`src/rtl/elevator_call_scheduler.sv`:
```
// elevator_call_scheduler: SCAN-ordered call latch and target selection for a single car, with door dwell.
module elevator_call_scheduler #(
  parameter int NUM_FLOORS  = 4,
  parameter int DWELL_TICKS = 3
) (
  input  logic                  clk,
  input  logic                  reset,
  input  logic                  tick,
  input  logic [NUM_FLOORS-1:0] call_btn,
  input  logic [NUM_FLOORS-1:0] present_floor,
  output logic [NUM_FLOORS-1:0] target_floor,
  output logic [NUM_FLOORS-1:0] pending,
  output logic                  dir_up,
  output logic                  door_open,
  output logic                  busy
);
  localparam int FW = NUM_FLOORS > 1 ? $clog2(NUM_FLOORS) : 1;
  typedef enum logic [1:0] {IDLE, MOVING, DOOR} state_t;
  state_t                  state_q;
  logic [NUM_FLOORS-1:0]   pending_q, pending_d, target_q, cur_oh, sel_oh, clr;
  logic [FW-1:0]           cur, up_idx, dn_idx, sel_idx;
  logic                    up_f, dn_f, has_cur, sel_f, rev, arrive, dir_q, door_q, busy_q;
  logic [3:0]              cnt_q;
  always_comb begin
    cur = '0;
    for (int i = NUM_FLOORS - 1; i >= 0; i--) if (present_floor[i]) cur = FW'(i);
    cur_oh = '0;
    cur_oh[cur] = 1'b1;
    up_f = 1'b0;
    up_idx = '0;
    for (int i = NUM_FLOORS - 1; i >= 0; i--)
      if (pending_q[i] && FW'(i) > cur) begin
        up_f = 1'b1;
        up_idx = FW'(i);
      end
    dn_f = 1'b0;
    dn_idx = '0;
    for (int i = 0; i < NUM_FLOORS; i++)
      if (pending_q[i] && FW'(i) < cur) begin
        dn_f = 1'b1;
        dn_idx = FW'(i);
      end
    has_cur = pending_q[cur];
    sel_f   = up_f | dn_f | has_cur;
    sel_idx = dir_q ? (up_f ? up_idx : dn_f ? dn_idx : cur)
                    : (dn_f ? dn_idx : up_f ? up_idx : cur);
    rev     = dir_q ? (!up_f && dn_f) : (!dn_f && up_f);
    sel_oh  = '0;
    sel_oh[sel_idx] = 1'b1;
    sel_oh  = sel_f ? sel_oh : present_floor;
    arrive  = has_cur && (state_q == IDLE || (state_q == MOVING && present_floor == target_q));
    // While the door is open the current floor is being served, so its button never latches.
    clr       = (arrive || state_q == DOOR) ? cur_oh : '0;
    pending_d = (pending_q | call_btn) & ~clr;
  end
  always_ff @(posedge clk or posedge reset) begin
    if (reset) begin
      state_q   <= IDLE;
      pending_q <= '0;
      target_q  <= NUM_FLOORS'(1);
      dir_q     <= 1'b1;
      door_q    <= 1'b0;
      busy_q    <= 1'b0;
      cnt_q     <= '0;
    end else begin
      pending_q <= pending_d;
      case (state_q)
        IDLE, MOVING: begin
          if (rev) dir_q <= ~dir_q;
          if (arrive) begin
            state_q  <= DOOR;
            target_q <= present_floor;
            cnt_q    <= 4'(DWELL_TICKS);
            door_q   <= 1'b1;
            busy_q   <= 1'b1;
          end else begin
            state_q  <= |pending_q ? MOVING : IDLE;
            target_q <= sel_oh;
            busy_q   <= |pending_q;
          end
        end
        DOOR: begin
          if (call_btn[cur]) cnt_q <= 4'(DWELL_TICKS);
          else if (tick) begin
            cnt_q <= cnt_q - 4'd1;
            if (cnt_q == 4'd1) begin
              state_q <= IDLE;
              door_q  <= 1'b0;
              busy_q  <= 1'b0;
            end
          end
        end
        default: state_q <= IDLE;
      endcase
    end
  end
  assign target_floor = target_q;
  assign pending      = pending_q;
  assign dir_up       = dir_q;
  assign door_open    = door_q;
  assign busy         = busy_q;
endmodule
```
`config.mk`:
```
export PLATFORM = sky130hd
export DESIGN_NAME = elevator_call_scheduler
export DESIGN_NICKNAME = d
export VERILOG_FILES = /design/src/rtl/elevator_call_scheduler.sv
export SDC_FILE = /design/constraint.sdc
export NUM_CORES = 1
export LEC_CHECK = 0
export CORE_ASPECT_RATIO = 0.5
export CORE_MARGIN = 2
export CORE_UTILIZATION = 45
export DETAILED_ROUTE_END_ITERATION = 8
export PLACE_DENSITY = 0.82
export REMOVE_ABC_BUFFERS = 1
export SLEW_MARGIN = 20
export SYNTH_ARGS = -nofsm -noshare
export SYNTH_HDL_FRONTEND = slang
export SYNTH_SLANG_ARGS = --single-unit
```
`constraint.sdc`:
```
create_clock -name clk -period 2.9 [get_ports clk]
set_input_delay 0.435 -clock clk [delete_from_list [all_inputs] [get_ports clk]]
set_output_delay 0.435 -clock clk [all_outputs]
set_load 0.01 [all_outputs]
```
==> impl_metrics.env <==
export IMPL_period_needed_ns=2.53
export IMPL_layout_common_cells="21 x clkdlybuf4s50_1, 15 x dfrtp_1, 12 x nor2_1"
export IMPL_die_y_microns=40.5
export IMPL_drc=0
export IMPL_preCtsSetupSlack_ns=0.130
export IMPL_postRouteWirelength_mm=2.71
export IMPL_ctsHoldBuffers=0
export IMPL_place_congestion=0.881
export IMPL_grt_max_degree=18
export IMPL_grt_pass1_wl_mm=4.27
export IMPL_async_flop_share=1.00
export IMPL_mostFrequentLayoutCell="clkdlybuf4s50_1"
export IMPL_overflow=0
export IMPL_hold_path_depth=2
export IMPL_drt_iter0_markers=118
export IMPL_core_area_sq_mm=0.00257
export IMPL_min_delay_start="door_open"
export IMPL_dpl_hpwl_mm=2.14
export IMPL_p_sw_mw=0.505
export IMPL_netlist_area_sq_mm=0.00120
export IMPL_clock_sink_count=17
export IMPL_reg2reg_depth=6
export IMPL_post_cts_buffers=0
export IMPL_finalClockSkew_ns=0.00161
export IMPL_clk_path_buf_depth=2
export IMPL_fin_cells=194
export IMPL_cts_buffers=3
export IMPL_drive_gt1_frac=0.140
export IMPL_die_w_microns=77.0
export IMPL_worst_slew_pin_slew_ns=0.635
export IMPL_wl_per_cell_microns=13.9
export IMPL_hold_viol=0
export IMPL_yosysWarnings=0
export IMPL_clock_tree_root_cell="clkbuf_8"
export IMPL_start_util=0.467
export IMPL_clkPwrFrac=0.143
export IMPL_grt_util_all_layers=0.181
export IMPL_critPathMaxFanout=10
export IMPL_p_comb_frac=0.495
export IMPL_setup_violations_final=0
export IMPL_final_util=0.591
export IMPL_reg2reg_slack_ns=0.78
export IMPL_p_sw_frac=0.401
export IMPL_endpoint_kind="flip-flop"
export IMPL_antenna_left=0
export IMPL_cts_tree="yes"
export IMPL_max_slew_margin=0.576
export IMPL_tns_ns=0
export IMPL_antenna_cells=0
export IMPL_start_kind="input pin"
export IMPL_htreeDepth=1
export IMPL_io_pins=22
export IMPL_slew_violations=0
export IMPL_p_leak_nw=0.614
export IMPL_die_area_sq_mm=0.00312
export IMPL_hold_end="door_open"
export IMPL_worstSetupPathType="input pin to flip-flop"
export IMPL_status="finished, final reports clean"
export IMPL_post_cts_resized=0
export IMPL_dp_cells=190
export IMPL_synth_edf_count=0
export IMPL_sequentialPowerShare=0.361
export IMPL_via_per_inst=5.68
export IMPL_p_per_area_mw_per_mm2=830
export IMPL_avgSynthCellArea_sq_um=9.16
export IMPL_ir_drop_mv=0.399
export IMPL_worstReg2RegStart="pending[2]"
export IMPL_period_share=0.872
export IMPL_synth_cells=131
export IMPL_setup_ws_ns=0.373
export IMPL_rr_endpoint="target_floor[0]"
export IMPL_fill_cells=214
export IMPL_clock_latency_ns=0.25
export IMPL_power_mw=1.26
export IMPL_cap_violations=0
export IMPL_syn2layout_area_growth_pct=26.6
export IMPL_rows=13
export IMPL_fmax_mhz=396
export IMPL_cp_data_required_time_ns=3.07
export IMPL_fin_nets=171
export IMPL_dr_pass1_iters=4
export IMPL_yosysSeqAreaShare=0.357
export IMPL_grt_pass1_vias=944
export IMPL_p_int_mw=0.755
export IMPL_arrival_ns=2.70
export IMPL_port_buffers=21
export IMPL_rsz0062_at_grt="false"
export IMPL_clk_pin_slew_ns=0.07
export IMPL_ys_seq_elements=17
export IMPL_hold_path_class="flip-flop to flip-flop"
export IMPL_dr_total_vias=1102
export IMPL_ys_types=54
export IMPL_yosys_most_used_dff="dfrtp_1"
export IMPL_antenna_found_initial=0
[how the worst max path moves through the flow]
stage / startpoint / to / slack, ns / depth (start not counted)
3_3_place_gp: present_floor[2] / target_floor[0] / 0.19 / 7
6_report: present_floor[2] / target_floor[0] / 0.37 / 7
5_1_grt: present_floor[2] / target_floor[0] / 0.22 / 8
4_1_cts: present_floor[2] / target_floor[0] / 0.37 / 7
2_1_floorplan: present_floor[2] / target_floor[0] / 0.75 / 6
3_5_place_dp: present_floor[2] / target_floor[0] / 0.13 / 8
[flip-flops by register name, summed over array words and instances, names as in the netlist]
name          count
pending           4
door_open         1
target_floor      4
cnt_q             4
state_q           2
busy              1
dir_up            1
[metal layers]
metal,vias to the layer above,GRT usage,share of wire
met2,32,0.309,0.45
met3,2,0.0473,0.041
li1,544,-,-
met5,-,0,0
met4,0,0.0536,0.0070
met1,524,0.236,0.50
[synthesized netlist by cell type (2+ instances only)]
cell type	count	area share
buf_6	2	0.019
and2_1	2	0.010
o211ai_1	3	0.019
a22oi_1	2	0.013
a22o_1	2	0.015
buf_2	3	0.013
nand3_1	4	0.017
o21ai_0	8	0.033
dfstp_2	2	0.044
or3b_2	2	0.015
o22a_1	2	0.015
a21bo_1	2	0.017
nor2_1	12	0.038
a21o_1	2	0.013
xor2_1	5	0.036
a21oi_1	6	0.025
o22ai_1	2	0.010
dfrtp_1	15	0.31
or3_1	2	0.010
nand2b_1	3	0.016
a31oi_1	3	0.016
ha_1	2	0.021
nor2b_1	5	0.026
nor3_1	5	0.021
nand2_1	3	0.0094
inv_1	4	0.013
[critical path: stages]
cell and delay [ns]:
clkdlybuf4s50_1 0.57, or4b_1 0.57, o221ai_1 0.26, nor2_2 0.10, mux2i_4 0.23, or3_1 0.36
o211ai_1 0.17
[cell families after synthesis]
family / Yosys count / synth area share
AOI/OAI and AO/OA: 44 / 0.263
xor gates and xnor gates: 5 / 0.0365
adders and majority gates: 2 / 0.0209
buffers and inverters: 12 / 0.0542
DFF: 17 / 0.357
muxes: 2 / 0.0271
and+or+nand+nor: 49 / 0.242
[cell type report]
cell class / instances / area [sq um] / area share
Clock buffer: 3 / 41.3 / 0.0272
Clock inverter: 1 / 7.51 / 0.00494
Timing Repair Buffer: 29 / 270 / 0.178
Inverter: 5 / 18.8 / 0.0124
Multi-Input combinational cell: 102 / 707 / 0.465
Tap cell: 37 / 46.3 / 0.0305
Sequential cell: 17 / 428 / 0.282
[per-stage QoR]
stage / cell area [sq um] / hold WS (ns)
2_1_floorplan: 1150 / 0.360
3_3_place_gp: 1470 / 0.491
3_5_place_dp: 1470 / 0.489
4_1_cts: 1520 / 0.507
5_1_grt: 1520 / 0.523
6_report: 1520 / 0.504
[power groups by stage]
stage / registers, mW / logic, mW / clock network, mW
6_report: 0.455 / 0.624 / 0.181
2_1_floorplan: 0.455 / 0.372 / 0
5_1_grt: 0.471 / 0.683 / 0.199
3_5_place_dp: 0.458 / 0.624 / 0
3_3_place_gp: 0.456 / 0.612 / 0
4_1_cts: 0.453 / 0.629 / 0.185
(Power assumes the default switching activity.)
